### src/rtl/interboard_send_arbiter.sv
`default_nettype none
// ============================================================================
// Module   : interboard_send_arbiter
// Purpose  : Round-robin arbiter that drains several show-ahead source FIFOs,
//            one bounded burst per grant, into the write side of the
//            send-board FIFO while honouring that FIFO's fill level.
// Ports    : clk_i           - system clock, all logic on rising edge
//            reset_i         - synchronous active-high reset
//            src_rdempty_i   - per-source FIFO empty flags
//            src_data_i      - per-source FIFO heads, source i at [i*DATA_W +: DATA_W]
//            src_rdreq_o     - per-source read acknowledge (combinational, one-hot/zero)
//            wrusedw_i       - send-board FIFO fill level
//            data_o          - word written to the send-board FIFO (registered)
//            wrreq_o         - send-board FIFO write strobe (registered)
//            grant_o         - one-hot current owner, zero when idle (registered)
//            busy_o          - high while a grant is held
// Config   : INTERBOARD_ARB_BURST_EN - defined: grants last up to BURST_MAX
//            words; undefined: every transfer ends the grant (per-word
//            round-robin) and the burst counter is not built.
// Revision : 1.0 - initial release
// ============================================================================
module interboard_send_arbiter #(
  parameter int NUM_SRC     = 2,
  parameter int DATA_W      = 11,
  parameter int USEDW_W     = 8,
  parameter int FULL_THRESH = 252,
  parameter int BURST_MAX   = 8
) (
  input  logic                      clk_i,
  input  logic                      reset_i,
  input  logic [NUM_SRC-1:0]        src_rdempty_i,
  input  logic [NUM_SRC*DATA_W-1:0] src_data_i,
  output logic [NUM_SRC-1:0]        src_rdreq_o,
  input  logic [USEDW_W-1:0]        wrusedw_i,
  output logic [DATA_W-1:0]         data_o,
  output logic                      wrreq_o,
  output logic [NUM_SRC-1:0]        grant_o,
  output logic                      busy_o
);

  localparam int IDX_W = (NUM_SRC > 1) ? $clog2(NUM_SRC) : 1;
  localparam logic [USEDW_W-1:0] FULL_THRESH_W = USEDW_W'(FULL_THRESH);

  typedef enum logic [0:0] {
    ST_IDLE  = 1'b0,
    ST_GRANT = 1'b1
  } state_t;

  state_t              state_q;
  logic [IDX_W-1:0]    owner_q;
  logic [IDX_W-1:0]    last_q;
  logic [NUM_SRC-1:0]  grant_q;
  logic [DATA_W-1:0]   data_q;
  logic                wrreq_q;

  logic                w_full;
  logic                w_xfer;
  logic                w_owner_empty;
  logic                w_last_beat;
  logic                w_found;
  logic [IDX_W-1:0]    w_sel;
  logic [NUM_SRC-1:0]  w_sel_onehot;
  logic [DATA_W-1:0]   w_owner_data;

  // Source index reached by stepping ofs places past base, wrapping at NUM_SRC.
  function automatic logic [IDX_W-1:0] wrap_idx(input logic [IDX_W-1:0] base,
                                                input int               ofs);
    wrap_idx = IDX_W'((int'(base) + ofs) % NUM_SRC);
  endfunction

  // Full is a plain unsigned compare; the threshold leaves room for the
  // write pipeline and the lag of wrusedw behind actual writes.
  assign w_full        = (wrusedw_i >= FULL_THRESH_W);
  assign w_owner_empty = src_rdempty_i[owner_q];
  assign w_owner_data  = src_data_i[int'(owner_q)*DATA_W +: DATA_W];
  assign w_xfer        = (state_q == ST_GRANT) && !w_owner_empty && !w_full;

  // Round-robin scan starting just after the last owner. Walking the offsets
  // from the far end backwards lets the nearest non-empty source win.
  always_comb begin
    w_found = 1'b0;
    w_sel   = '0;
    for (int k = NUM_SRC; k >= 1; k--) begin
      if (!src_rdempty_i[wrap_idx(last_q, k)]) begin
        w_found = 1'b1;
        w_sel   = wrap_idx(last_q, k);
      end
    end
  end

  assign w_sel_onehot = {{(NUM_SRC-1){1'b0}}, 1'b1} << w_sel;

  // The acknowledge is the only combinational output: it must accompany the
  // show-ahead head word in the same cycle the word is captured.
  always_comb begin
    src_rdreq_o = '0;
    if (w_xfer) begin
      src_rdreq_o[owner_q] = 1'b1;
    end
  end

`ifdef INTERBOARD_ARB_BURST_EN
  logic [7:0] burst_cnt_q;
  assign w_last_beat = (burst_cnt_q == 8'(BURST_MAX - 1));
`else
  // A grant never carries more than one word in this build.
  localparam int BURST_LIM = (BURST_MAX < 1) ? BURST_MAX : 1;
  assign w_last_beat = (BURST_LIM <= 1);
`endif

  always_ff @(posedge clk_i) begin
    if (reset_i) begin
      state_q <= ST_IDLE;
      owner_q <= '0;
      last_q  <= IDX_W'(NUM_SRC - 1);   // source 0 is first after reset
      grant_q <= '0;
      data_q  <= '0;
      wrreq_q <= 1'b0;
`ifdef INTERBOARD_ARB_BURST_EN
      burst_cnt_q <= '0;
`endif
    end else begin
      case (state_q)
        ST_IDLE: begin
          // Arbitration cycle: no word moves, and full does not block it.
          wrreq_q <= 1'b0;
          if (w_found) begin
            state_q <= ST_GRANT;
            owner_q <= w_sel;
            grant_q <= w_sel_onehot;
`ifdef INTERBOARD_ARB_BURST_EN
            burst_cnt_q <= '0;
`endif
          end
        end

        ST_GRANT: begin
          wrreq_q <= w_xfer;
          if (w_xfer) begin
            data_q <= w_owner_data;
`ifdef INTERBOARD_ARB_BURST_EN
            burst_cnt_q <= burst_cnt_q + 8'd1;
`endif
            if (w_last_beat) begin
              state_q <= ST_IDLE;
              grant_q <= '0;
              last_q  <= owner_q;
`ifdef INTERBOARD_ARB_BURST_EN
              burst_cnt_q <= '0;
`endif
            end
          end else if (w_owner_empty) begin
            // Empty owner gives up the link; full with data pending holds it.
            state_q <= ST_IDLE;
            grant_q <= '0;
            last_q  <= owner_q;
`ifdef INTERBOARD_ARB_BURST_EN
            burst_cnt_q <= '0;
`endif
          end
        end

        default: begin
          state_q <= ST_IDLE;
          grant_q <= '0;
          wrreq_q <= 1'b0;
        end
      endcase
    end
  end

  assign data_o  = data_q;
  assign wrreq_o = wrreq_q;
  assign grant_o = grant_q;
  assign busy_o  = (state_q == ST_GRANT);

endmodule
`default_nettype wire

### config.mk
export PLATFORM = sky130hd
export DESIGN_NAME = interboard_send_arbiter
export DESIGN_NICKNAME = d
export VERILOG_FILES = /design/src/rtl/interboard_send_arbiter.sv
export SDC_FILE = /design/constraint.sdc
export NUM_CORES = 1
export LEC_CHECK = 0
export BUFFER_PORTS_ARGS = -buffer_cell sky130_fd_sc_hd__buf_4
export CORE_MARGIN = 4
export CORE_UTILIZATION = 35
export CTS_BUF_LIST = sky130_fd_sc_hd__clkbuf_2
export DETAILED_ROUTE_END_ITERATION = 8
export PLACE_DENSITY_LB_ADDON = 0.3
export RECOVER_POWER = 50
export SLEW_MARGIN = 5
export SYNTH_ARGS = -nofsm -noshare
export SYNTH_HDL_FRONTEND = slang
export SYNTH_SLANG_ARGS = --single-unit
### constraint.sdc
create_clock -name clk_i -period 2.5 [get_ports clk_i]
set_clock_uncertainty 0.15 [all_clocks]
set_input_delay 0 -clock clk_i [delete_from_list [all_inputs] [get_ports clk_i]]
set_output_delay 0 -clock clk_i [all_outputs]
set_load 0.01 [all_outputs]
# Word-level counts from Yosys, hierarchy flattened
# Cells that the tools add are included.
[totals] regBits=17 latchBits=0 mem_bits_rw=0 rom_bits=0 inputBits=34 elab_cells=53 mem_count=0
[classes] addsub=2 multipliers=1 div=0 n_lt_le_gt_ge=5 eq_ne=2 n_shift=2 n_mux=24 bitwise_logic=1 n_reduce_logical=10
[ops] cell="$shiftx A22 B6 Y11" n=1
[ops] cell="$mux W1" n=16
[ops] cell="$ge A8 B8 Y1 const B" n=1
[ops] cell="$mux W2" n=4
[ops] cell="$reduce_and A2 Y1" n=4
[ops] cell="$lt A1 B2 Y1 const B" n=3
[ops] cell="$mul A1 B4 Y5 const B" n=1
[ops] cell="$pmux W1 S2" n=2
[ops] cell="$pmux W2 S2" n=1
[ops] cell="$logic_and A1 B1 Y1" n=3
[ops] cell="$ne A3 B1 Y1 const B" n=1
[ops] cell="$add A1 B1 Y1 const B" n=2
[ops] cell="$logic_not A1 Y1" n=2
[ops] cell="$ne A2 B2 Y1 const B" n=1
[ops] cell="$reduce_bool A2 Y1" n=1
[ops] cell="$shl A1 B1 Y2 const A" n=1
[ops] cell="$demux W1 S1" n=1
[ops] cell="$ge A1 B1 Y1 const B" n=1
[ops] cell="$not A1 Y1" n=1

# Logic depth before layout (Yosys ltp)
# Gate-level depths: netlist (run 1).
[logic_depth] depth_word=8 ltp_mapped=5

# Least setup slack after synthesis (run 1)
# Ideal clock, no wire load.
[synth_timing] path_type="register -> register" from="reg owner_q" to="reg grant_q[1] (netlist: grant_o[1])" setup_ps=86 arrival_time_ps=1319 t_required_ps=2264 path_slack_ps=945 path_stages_with_launch=5 period_less_slack_ps=1555 cell_sequence="dfxtp_1 buf_6 mux2i_1 or3b_4 a221oi_2"
[synth_via] elab_chain_len=7 word_cells_on_any_way=9 cone_classes="eq/ne (1); mux (4); reduce/logical (4)"
[synth_rtl] item="from (decl)" line_no="50" source="logic [IDX_W-1:0] owner_q;"
[synth_rtl] item="from (signal assigned)" line_no="129" source="owner_q <= w_sel;"
[synth_rtl] item="$mux W1 (implied by the code) * (2 in series)" line_no="74" source="assign w_owner_empty = src_rdempty_i[owner_q];"
[synth_rtl] item="$logic_not A1 Y1" line_no="76" source="assign w_xfer = (state_q == ST_GRANT) && !w_owner_empty && !w_full;"
[synth_rtl] item="$logic_and A1 B1 Y1 (2 in series)" line_no="76"
[synth_rtl] item="$mux W2 or $ne A3 B1 Y1 (tied branches)"
[synth_rtl] item="$pmux W2 S2 or $reduce_and A2 Y1 (tied branches)"
[synth_rtl] item="to (signal assigned)" line_no="130" source="grant_q <= w_sel_onehot;"
[synth_rtl] item="to (decl)" line_no="52" source="logic [NUM_SRC-1:0] grant_q;"
# Mark *: on every way between the ends. The rest lies on a longest branch, timed or not. The select of a mux whose other input is x is not followed.
# A chain may end at the register's enable or synchronous reset.

# Worst setup path after layout (run 1)
[layout_timing] from="in wrusedw_i[2]" to="reg state_q (netlist: busy_o)"
[layout_via] elab_chain_len=5
[layout_rtl] item="from (decl)" line_no="34" source="input logic [USEDW_W-1:0] wrusedw_i,"
[layout_rtl] item="$ge A8 B8 Y1" line_no="73" source="assign w_full = (wrusedw_i >= FULL_THRESH_W);"
[layout_rtl] item="$logic_not A1 Y1" line_no="76"
[layout_rtl] item="$logic_and A1 B1 Y1" line_no="76"
[layout_rtl] item="$mux W1" line_no="139" source="if (w_xfer) begin"
[layout_rtl] item="$pmux W1 S2" line_no="123" source="case (state_q)"
[layout_rtl] item="to (signal assigned)" line_no="128" source="state_q <= ST_GRANT;"
[layout_rtl] item="to (signal assigned)" line_no="145" source="state_q <= ST_IDLE;"
[layout_rtl] item="to (signal assigned)" line_no="154" source="state_q <= ST_IDLE;"
[layout_rtl] item="to (decl)" line_no="49" source="state_t state_q;"
# Every way passes these cells.

==> results summary, run 1 <==
The final hold slack came out at -0.0193 ns. The number of top-level pins is 51. The clock net sink count is 17. The number of buffers added by the clock tree synthesis step came out at 3. STA classifies the critical path endpoint as a flip-flop. The depth of the worst register-to-register path is 5. Once layout is done, the placed cells without fillers occupy 0.00151 mm^2. The number of cells in the design after placement is 167. The sum of internal, switching and leakage power came out at 604 uW. The number of unique standard cell types used by synthesis came out at 21. Global routing used 26.5% of the available met2 tracks. In this run the clock root is driven by a clkbuf_2.

The count of port buffers added during placement is 48. The number of antenna violations at the first check in global routing is 0. The remaining max-slew budget at the tightest pin is 18.1%.

During synthesis, Yosys emitted a total of 0 warnings. The pin count of the biggest net entering global routing came out at 30. Walking the worst path, the cells encountered are dlygate4sd3_1 > buf_4 > nand2_1 > dlygate4sd3_1 > or3b_1 > a21oi_1 > dlygate4sd3_1. The post-CTS repair timing setup buffer count is 0.

In this run the worst path has a maximum fanout of 4. The via count is 935. The type of the worst setup path is primary input to flip-flop.

The largest vdd supply drop came out at 0.290 mV. The sequential area share after synthesis came out at 38.0%. STA puts the critical path data required time at 2.62 ns.

The checks that failed: hold timing. The post-layout minimum cycle time came out at 2.29 ns. Synthesis produced a netlist with a net count of 129. The die is 58.6 um wide.

The final layout contains routed wiring with a total length of 2490 um. Timing would allow up to 436 MHz. In this run the deepest clock path goes through 2 buffers. The region available for standard cell placement spans 0.00245 mm^2. The combined area of all synthesized cells is 895 um^2. A synthesized cell averages 9.42 um^2. The met1 capacity usage during global routing came out at 17.7%. The kind of cell adding the most delay to the critical path is buffers and inverters. For the worst-skew pair, the clock arrives at the later sink with an insertion delay of 0.31 ns. The floorplan step defined a die boundary enclosing 0.00343 mm^2. The number of hold-slack violations in the final timing report came out at 1. The instance area after placement came out at 0.00126 mm^2. The number of max-slew violations in the final report is 0. met2 is the most crowded layer. For this run, the total global-route usage over all layers was measured as 15.5%. Once detail routing completed, the nets flagged for antenna violations numbered 0. Summed over all failing endpoints, the final setup total negative slack is 0 ns. Excluding fillers, the count of instances in the completed layout stands at 201. The detailed router finished its first iteration with 33 violations.

The leakage power total is 0.657 nW. Setup violations remaining at the end of the flow were counted as 0. TritonCTS built the clock tree.

The clock-pin slew on the worst setup and hold paths came out at 0.18 ns. The met3 capacity usage during global routing is 4.82%. The first global-routing pass estimated 4060 um of wire. The flop-to-flop setup slack came out at 0.47 ns. The slew of the pin with the lowest slew margin is 1.22 ns. The number of levels in the clock H-tree came out at 1. The arrival time reported for the critical path endpoint came out at 2.42 ns. The layout overhead on the synthesized area came out at 69.2%. Cells with a size suffix above 1 make up 29.2% of the layout. The leftover overflow at the end of global routing came out at 0. In this run the most critical hold path is launched from wrusedw_i[4]. Setup repair after global routing left no endpoint under its margin. The period utilization came out at 91.8%.

The worst hold path passes through 4 cells. The number of standard cells after synthesis came out at 95. In this run the power density over the cells is 399 mW/mm^2.

The number of iterations in the first detailed-routing pass came out at 4. The origin of the critical flop-to-flop path is owner_q. The number of nets at the end of the flow came out at 206.

The combined buffer and inverter count along the critical path is 4. For this configuration, the core starts out at a cell density of 36.4%. On the critical path, the stage with the largest delay is an instance of dlygate4sd3_1. The number of DRC violations after detailed routing is 0.

The path class of the tightest hold or removal check is primary input to flip-flop. The wire length per cell after detailed routing is 12.4 um. The via count of the first global-routing pass was 969. The sink of the worst hold path is last_q. The final estimated routing congestion in global placement is 0.714.

The number of inserted diodes is 0. The number of max-cap violations is 0. In this run the critical register-to-register path is captured at data_o[10].

The number of rows in the core area is 18. The post-synthesis register bit count is 17. The most frequent cell on the critical path is dlygate4sd3_1. In this run the vertical extent of the chip is 58.6 um. The worst setup path is launched from a primary input. The per-cell via count in the routed design came out at 4.65. The maximum single-stage delay on the critical path came out at 0.56 ns. The flow ran to the end, but the final reports show violations.
[tightest hold or removal path: cells and delay by family]
| family | cells | cell delay, ns |
|---|---|---|
| simple gates | 1 | 0.10 |
| compound gates | 2 | 0.22 |
| buf+inv | 1 | 0.11 |
[repair_timing]
action,CTS,global route
gates resized for setup,0,0
hold endpoints to repair,17,3
hold buffers,28,2
[logic make-up after synthesis]
group	Yosys count	synth area share (%)
buffers and inverters	10	6.01
multiplexers	23	27.3
AO/OA/AOI/OAI	12	10.2
flip-flops	17	38.0
AND/OR/NAND/NOR	33	18.5
[layout make-up]
cell class,count,area [um^2]
clock buffers,3,15.0
clock inverters,1,5.00
fillers,226,941
inverters,3,11.3
multi-input cells,68,493
flip-flops and latches,17,340
well taps,30,37.5
repair buffers,79,612
[registers in the layout, indices dropped and copies added (netlist names)]
signal	count
last_q	1
owner_q	1
data_o	11
wrreq_o	1
grant_o	2
busy_o	1
[power breakdown]
group	switching, mW	internal, mW	leakage [nW]	total [mW]
logic	0.0672	0.111	0.501	0.179
clock network	0.0914	0.0362	0.0164	0.128
registers	0.0104	0.287	0.139	0.297
total	0.169	0.435	0.657	0.604
[routing by layer]
metal | up-vias | routed length [um]
met1 | 425 | 1030
met2 | 33 | 1290
met4 | 0 | 12
met5 | - | 0
met3 | 2 | 156
li1 | 475 | -
[worst max-delay path by stage]
| stage | from | depth (start not counted) | slack [ns] | to |
|---|---|---|---|---|
| 2_1_floorplan | owner_q | 4 | 0.95 | grant_o[1] |
| 3_3_place_gp | owner_q | 3 | 0.90 | data_o[7] |
| 3_5_place_dp | owner_q | 3 | 0.88 | data_o[4] |
| 4_1_cts | owner_q | 5 | 0.54 | data_o[6] |
| 5_1_grt | wrusedw_i[2] | 7 | 0.18 | busy_o |
| 6_report | wrusedw_i[2] | 7 | 0.21 | busy_o |
[stage by stage]
| step | worst slack [ns] | util (%) |
|---|---|---|
| after floorplan | 0.945 | - |
| after global placement | 0.902 | 51.2 |
| after detailed placement | 0.882 | 51.2 |
| after CTS | 0.544 | 63.5 |
| after global routing | 0.177 | 61.7 |
| final | 0.206 | 61.7 |
[cells in the final DEF, fill, tap and decap left out]
master / count
nor2_1: 16
a21oi_1: 3
o32ai_1: 1
dfxtp_1: 17
nand3b_1: 1
a2bb2oi_1: 1
a221oi_2: 1
mux2_2: 11
o21ai_0: 3
inv_1: 3
o311ai_0: 1
buf_4: 34
clkinv_2: 1
or3b_1: 1
clkbuf_2: 3
mux2i_1: 12
nand4_1: 1
nand2_1: 3
clkbuf_1: 15
o211ai_1: 2
dlygate4sd3_1: 30
nor2b_1: 11
[synthesized netlist by cell type]
| cell type | instances | area (um^2) |
|---|---|---|
| dfxtp_1 | 17 | 340 |
| nor2_1 | 16 | 60.1 |
| mux2i_1 | 12 | 120 |
| mux2_2 | 11 | 124 |
| nor2b_1 | 11 | 68.8 |
| clkbuf_1 | 4 | 15.0 |
| a21oi_1 | 3 | 15.0 |
| inv_1 | 3 | 11.3 |
| nand2_1 | 3 | 11.3 |
| o21ai_0 | 3 | 15.0 |
| buf_6 | 2 | 22.5 |
| a221oi_2 | 1 | 15.0 |
| a2bb2oi_1 | 1 | 8.76 |
| buf_2 | 1 | 5.00 |
| nand3b_1 | 1 | 7.51 |
| nand4_1 | 1 | 6.26 |
| o211ai_1 | 1 | 7.51 |
| o211ai_2 | 1 | 12.5 |
| o311ai_0 | 1 | 8.76 |
| o32ai_1 | 1 | 8.76 |
| or3b_4 | 1 | 11.3 |
Note: power is estimated with default switching activity, not from simulation.
==> run 2, diff against run 1 <==
ABC_AREA = 1   (was not set)
CTS_BUF_LIST = not set   (was sky130_fd_sc_hd__clkbuf_2)
==> results summary, run 2 <==
Outcome: complete, no violations (was finished with violations). The cell depth of the worst min-delay path came out at 6 (was 4). The overall routing resource usage is 17.5% (was 15.5%). The area of the core is 0.00230 mm^2 (was 0.00245 mm^2). Setup repair after global routing missed its margin: no (unchanged).

The total die area is 0.00335 mm^2 (was 0.00343 mm^2). The core utilization of the finished layout was 63.5% (was 61.7%). Top cells by area, synth: dfxtp_1, nand2_1, a21oi_1 (was dfxtp_1, mux2_2, mux2i_1). The number of standard cells after synthesis was 128 (was 95). The required time reported for the critical path endpoint came to 2.59 ns (was 2.62 ns). The pin count of the biggest net entering global routing is 18 (was 30). The number of unique standard cell types used by synthesis came out at 18 (was 21). The share of async-settable or async-resettable flops after synthesis is 0% (unchanged).

The worst slack at placement is 1.03 ns (was 0.882 ns). The number of top-level pins came out at 51 (unchanged). The via count is 1,090 (was 935).

The total met3 wirelength after detailed routing came out at 171 um (was 156 um). The combined area of all synthesized cells came out at 871 um^2 (was 895 um^2). Ordered list of cells on the worst path: buf_4 > nand2_2 > nand3_4 > inv_4 > nand3_1 > a21oi_1 > dlygate4sd3_1 (was dlygate4sd3_1 > buf_4 > nand2_1 > dlygate4sd3_1 > or3b_1 > a21oi_1 > dlygate4sd3_1). The worst setup path endpoint is busy_o (unchanged). The number of DRC violations after detailed routing came out at 0 (unchanged). The number of nets in the synthesized netlist came to 162 (was 129). The number of rows in the core area came out at 17 (was 18). The clock net sink count came out at 17 (unchanged). The element type at the critical path start is a flip-flop (was primary input). The starting density of the core is 37.9% (was 36.4%).

The number of setup violations in the final report came out at 0 (unchanged). The slew of the pin with the lowest slew margin came out at 0.550 ns (was 1.22 ns). The type of the worst setup path is flip-flop to flip-flop (was primary input to flip-flop). The depth of the worst register-to-register path is 7 (was 5). The number of antenna violations at the first check in global routing came to 0 (unchanged).

The cell with the biggest individual delay on the critical path is dlygate4sd3_1 (unchanged). The clock-pin slew on the worst setup and hold paths was 0.10 ns (was 0.18 ns). The count of port buffers added during placement is 48 (unchanged). The wire length per cell after detailed routing is 12.6 um (was 12.4 um). The wire length after detailed routing is 2870 um (was 2490 um). The number of levels in the clock H-tree is 1 (unchanged). The starting DRC count in detailed routing is 38 (was 33). The capturing point of the worst reg2reg path is busy_o (was data_o[10]). The via count of the first global-routing pass came to 1,035 (was 969).

The per-cell via count in the routed design was 4.78 (was 4.65). The sum of internal, switching and leakage power is 621 uW (was 604 uW). The remaining max-slew budget at the tightest pin is 63.2% (was 18.1%). The kind of capture point of the worst setup path is a flip-flop (unchanged). The leftover overflow at the end of global routing came out at 0 (unchanged).

The number of synthesized flops with an enable pin came out at 0 (unchanged). The total stage count of the critical path is 7 (unchanged). The flip-flop count of the largest register, all copies and words added was 11 (unchanged). The number of max-cap violations was 0 (unchanged). The final estimated routing congestion in global placement is 0.769 (was 0.714). The total met2 wirelength after detailed routing came to 1550 um (was 1290 um). The number of iterations in the first detailed-routing pass came out at 4 (unchanged).

The arrival time reported for the critical path endpoint came out at 1.99 ns (was 2.42 ns). The first-pass GRT wire length came out at 4610 um (was 4060 um). The final hold slack is 0.0338 ns (was -0.0193 ns). The launch point of the worst path was owner_q (was wrusedw_i[2]). The flop-to-flop setup slack came out at 0.60 ns (was 0.47 ns). The number of nets at the end of the flow came out at 235 (was 206). The biggest area consumer among synthesized cells is dfxtp_1 (unchanged). The number of hold-slack violations in the final timing report is 0 (was 1).

The most frequently used flop master after synthesis is dfxtp_1 (unchanged). The detailed placer's ending HPWL is 1780 um. The most common cell after layout, fill and taps aside is nand2_1 (was buf_4).

The share of final-layout standard cells stronger than drive strength 1 came out at 22.5% (was 29.2%). The fraction of post-synthesis cell area in the top cell type by area came out at 39.1% (was 38.0%). Synth cell count leaders: nand2_1, a21oi_1, dfxtp_1 (was dfxtp_1, nor2_1, mux2i_1). The sequential area share after synthesis is 39.1% (was 38.0%). The dominant cell by count in the synthesized netlist is nand2_1 (was dfxtp_1). The cell area power density came out at 426 mW/mm^2 (was 399 mW/mm^2).

The layout overhead on the synthesized area is 67.4% (was 69.2%). The count of nets left with antenna violations after detail routing is 0 (unchanged). The maximum buffer depth of the clock tree is 2 (unchanged).

The post-synthesis register bit count is 17 (unchanged). The origin of the critical flop-to-flop path was owner_q (unchanged). The kind of cell adding the most delay to the critical path was buffers and inverters (unchanged). The timing-limited maximum frequency is 526 MHz (was 436 MHz). The number of buffers added by the clock tree synthesis step came to 3 (unchanged). The die outline height is 57.9 um (was 58.6 um). The period utilization is 76.0% (was 91.8%). The met1 routed wirelength after detailed routing is 1120 um (was 1030 um). The post-layout minimum cycle time came to 1.90 ns (was 2.29 ns). The number of inserted diodes was 0 (unchanged). The leakage power total was 0.661 nW (was 0.657 nW). The number of warnings printed during yosys synthesis is 0 (unchanged).

The summed negative setup slack over all endpoints came to 0 ns (unchanged). The final worst slack is 0.599 ns (was 0.206 ns). The maximum fanout along the worst path came out at 15 (was 4). Top library cells by usage in the layout, fill and taps aside: nand2_1, buf_4, dlygate4sd3_1 (was buf_4, dlygate4sd3_1, dfxtp_1). The post-synthesis area per instance came out at 6.80 um^2 (was 9.42 um^2). The combined buffer and inverter count along the critical path is 3 (was 4). The uppermost layer routed was met4 (unchanged).

The clock root buffer master is clkbuf_4 (was clkbuf_2). The horizontal die dimension came out at 57.9 um (was 58.6 um). The number of max-slew violations in the final report came to 0 (unchanged).

The worst hold-check path type is primary input to flip-flop (unchanged). The post-CTS repair timing setup buffer count is 0 (unchanged). The clock tree from TritonCTS is yes (unchanged). The maximum single-stage delay on the critical path came to 0.56 ns (about the same). The clock network latency to the later pin of the worst-skew pair is 0.29 ns (was 0.31 ns). The largest vdd supply drop came out at 0.406 mV (was 0.290 mV).
## run 2: changes by cell type in the layout (fill, tap and decap cells not counted), sizes merged, moves of 3 or more
cell / before / now
a21oi: 3 / 17
inv: 3 / 6
mux2: 11 / 0
nand3: 0 / 15
dlygate4sd3: 30 / 27
mux2i: 12 / 0
nand2: 3 / 57
nor2: 16 / 4
nor2b: 11 / 0
## run 2: power by group
part	switching [mW]	total, mW	leakage (nW)	internal (mW)
logic	0.0806	0.181	0.507	0.101
registers	0.0101	0.296	0.139	0.286
clock network	0.0818	0.144	0.0150	0.0620
## run 2: worst min path at each step
| stage | from | slack, ns | end |
|---|---|---|---|
| finish | wrusedw_i[6] | 0.03 | last_q |
| global route | wrusedw_i[4] | 0.11 | last_q |
| CTS | wrusedw_i[6] | 0.03 | last_q |
| detailed placement | reset_i | 0.16 | busy_o |
| global placement | reset_i | 0.15 | data_o[8] |
| floorplan | src_rdempty_i[1] | 0.05 | owner_q |
## run 2: final cells by class
cell class              count  area, um^2
inverters                   6        27.5
clock buffers               4        26.3
fillers                   221         840
flip-flops and latches     17         340
multi-input cells          97         447
repair buffers             76         582
well taps                  28        35.0
## run 2: layer usage
metal	GRT usage (%)	up-vias
met5	0	-
met4	3.64	0
met3	3.79	4
met2	33.7	37
met1	19.3	493
li1	-	556
## run 2: tightest hold or removal path, stage by stage
cell,delay (ns)
buf_4,0.11
nand2_1,0.06
nor2_2,0.05
nand4_1,0.08
nand3_1,0.07
nand3b_1,0.08
## run 2: what timing repair did
action	CTS	global route
hold buffers	27	0
gates resized for setup	0	0
hold endpoints to repair	17	0
## run 2: cell families (layout without fill, tap and decap cells)
logic type	after synthesis	in the layout	share of synthesized area, %
AOI/OAI and AO/OA	18	18	10.3
and+or+nand+nor	79	79	41.0
buffers and inverters	14	86	9.63
DFF	17	17	39.1
## run 2: metrics by stage
stage | std cells | cell area [um^2]
final | 228 | 1460
after detailed placement | 197 | 1220
after floorplan | 128 | 871
after CTS | 228 | 1510
after global placement | 197 | 1220
after global routing | 228 | 1460
==> run 3, diff against run 2 <==
ABC_AREA = 0   (was 1)
clock period = 1.8 ns   (was 2.5 ns; I/O delays follow)
==> results summary, run 3 (synthesis gave the netlist of run 1 again) <==
The first-pass GRT wire length is 4080 um (was 4610 um). The number of buffers added by the clock tree synthesis step is 3 (unchanged). The count of port buffers added during placement is 48 (unchanged). The worst setup path endpoint is src_rdreq_o[1] (was busy_o). The core utilization of the finished layout was 60.9% (was 63.5%). The timing-limited maximum frequency came out at 602 MHz. The number of inserted diodes came to 0 (unchanged).

The capturing point of the worst reg2reg path is grant_o[1] (was busy_o). The sum of internal, switching and leakage power came out at 845 uW (was 621 uW). The clock tree from TritonCTS was yes (unchanged). The largest vdd supply drop is 0.489 mV (was 0.406 mV). The type of the worst setup path is flip-flop to primary output (was flip-flop to flip-flop). The kind of capture point of the worst setup path is a primary output (was flip-flop). The slew of the pin with the lowest slew margin came out at 0.482 ns (was 0.550 ns). The wire length after detailed routing came to 2490 um (was 2870 um). The clock network latency to the later pin of the worst-skew pair is 0.28 ns (was 0.29 ns).

The summed negative setup slack over all endpoints was 0 ns (unchanged). The final design instance area without fill came out at 0.00150 mm^2 (was 0.00146 mm^2). The count of nets left with antenna violations after detail routing came out at 0 (unchanged). The horizontal die dimension is 58.6 um (was 57.9 um). The layout overhead on the synthesized area was 67.1% (was 67.4%). The leftover overflow at the end of global routing came out at 0 (unchanged). The number of nets at the end of the flow came out at 202 (was 235).

The total die area is 0.00343 mm^2 (was 0.00335 mm^2). The arrival time reported for the critical path endpoint was 1.51 ns (was 1.99 ns). Top library cells by usage in the layout, fill and taps aside: buf_4, dlygate4sd3_1, dfxtp_1 (was nand2_1, buf_4, dlygate4sd3_1). The number of antenna violations at the first check in global routing is 0 (unchanged).

The clock-pin slew on the worst setup and hold paths came out at 0.10 ns (about the same). The via count is 912 (was 1,090). The number of levels in the clock H-tree came out at 1 (unchanged). The share of final-layout standard cells stronger than drive strength 1 came out at 31.1% (was 22.5%).

The launch point of the worst path is owner_q (unchanged). The starting DRC count in detailed routing is 10 (was 38). The element type at the critical path start was a flip-flop (unchanged).

The number of cells in the design after placement is 167 (was 197). The number of max-slew violations in the final report was 0 (unchanged). The post-route non-filler standard cell count came out at 197 (was 228). The maximum single-stage delay on the critical path came out at 0.36 ns (was 0.56 ns).

The number of DRC violations after detailed routing is 0 (unchanged). The area of the core is 0.00245 mm^2 (was 0.00230 mm^2). The starting density of the core was 36.4% (was 37.9%). The flop-to-flop setup slack came to 0.17 ns (was 0.60 ns).

The cell with the biggest individual delay on the critical path is dfxtp_1 (was dlygate4sd3_1). The origin of the critical flop-to-flop path was owner_q (unchanged). The clock net sink count is 17 (unchanged). The per-cell via count in the routed design came out at 4.63 (was 4.78). The cell area power density is 565 mW/mm^2 (was 426 mW/mm^2).

The pin count of the biggest net entering global routing is 30 (was 18). The maximum fanout along the worst path came out at 14 (was 15). The overall routing resource usage came out at 15.1% (was 17.5%). The instance area after placement came to 0.00126 mm^2 (was 0.00122 mm^2). In the finished design, the share of the clock period the worst path needs comes to 92.3%.

The worst hold-check path type is primary input to flip-flop (unchanged). The post-layout minimum cycle time came out at 1.66 ns. The number of hold-slack violations in the final timing report came out at 0 (unchanged). The number of rows in the core area is 18 (was 17).

The number of top-level pins is 51 (unchanged). The via count of the first global-routing pass came to 968 (was 1,035). The number of max-cap violations is 0 (unchanged).

The die outline height came to 58.6 um (was 57.9 um). Ordered list of cells on the worst path: mux2i_1 > o211ai_4 > nor2_1 > buf_4 (was buf_4 > nand2_2 > nand3_4 > inv_4 > nand3_1 > a21oi_1 > dlygate4sd3_1). The remaining max-slew budget at the tightest pin is 67.7% (was 63.2%).

The depth of the worst register-to-register path came out at 3 (was 7). The clock root buffer master is clkbuf_4 (unchanged). The required time reported for the critical path endpoint came to 1.65 ns (was 2.59 ns). Outcome: complete, no violations (unchanged). The leakage power total is 0.645 nW (was 0.661 nW). The final estimated routing congestion in global placement is 0.737 (was 0.769). The flip-flop count of the largest register, all copies and words added came out at 11 (unchanged). The maximum buffer depth of the clock tree came out at 2 (unchanged). The detailed placer's ending HPWL came to 1600 um (was 1780 um). The number of setup violations in the final report came out at 0 (unchanged). The wire length per cell after detailed routing is 12.7 um (was 12.6 um).

Setup repair after global routing missed its margin: no (unchanged). The most common cell after layout, fill and taps aside is buf_4 (was nand2_1). The number of iterations in the first detailed-routing pass is 4 (unchanged).
==> run 3: changes by cell type in the layout (fill, tap and decap cells not counted), moves of 3 or more <==
| cell | change |
|---|---|
| mux2i_1 | +12 |
| nand2_1 | -51 |
| nor2_1 | +13 |
| a21oi_1 | -14 |
| nor2b_1 | +11 |
| mux2_2 | +11 |
| o21ai_0 | +3 |
| nand3_1 | -14 |
==> run 3: layout make-up <==
type	count	area [um^2]
fillers	218	960
repair buffers	75	569
multi-input cells	68	509
flip-flops and latches	17	340
well taps	30	37.5
clock buffers	3	22.5
inverters	3	11.3
clock inverters	1	5.00
==> run 3: report_power, final <==
group / internal, mW / total [mW] / switching [mW]
clock network: 0.0824 / 0.201 / 0.118
logic: 0.138 / 0.230 / 0.0923
registers: 0.398 / 0.414 / 0.0154
total: 0.619 / 0.845 / 0.226
==> run 3: per-layer routing <==
metal	vias to the layer above	GRT usage [%]	wire length, um
met5	-	0	0
met4	0	3.31	10
met3	2	4.17	161
met2	27	28.2	1360
met1	414	16.9	965
li1	469	-	-
==> run 3: what timing repair did <==
item | 4_1_cts | 5_1_grt
endpoints found under the setup margin | 0 | 2
resized for setup | 0 | 1
hold buffers | 26 | 0
buffers inserted | 0 | 0
endpoints found under the hold margin | 17 | 0
==> run 3: stage by stage <==
stage	setup WS, ns	hold slack, ns
2_1_floorplan	0.245	0.0359
3_3_place_gp	0.212	0.173
3_5_place_dp	0.198	0.178
4_1_cts	0.0374	0.0337
5_1_grt	0.0365	0.0963
6_report	0.138	0.0894
==> run 3: worst max-delay path, delay by kind of cell, from the launching register on <==
kind	cells	cell delay, ns
simple gates	1	0.16
compound gates	1	0.24
buf+inv	1	0.14
flops	1	0.36
mux	1	0.33
==> run 3: worst min-delay path by stage <==
stage                      from         end  slack [ns]  depth (start not counted)
6_report           wrusedw_i[2]      busy_o        0.09                          4
5_1_grt            wrusedw_i[2]  grant_o[1]         0.1                          4
4_1_cts            wrusedw_i[2]      busy_o        0.03                          4
3_5_place_dp   src_rdempty_i[0]      busy_o        0.18                          4
3_3_place_gp   src_rdempty_i[0]      busy_o        0.17                          4
2_1_floorplan  src_rdempty_i[0]      busy_o        0.04                          3
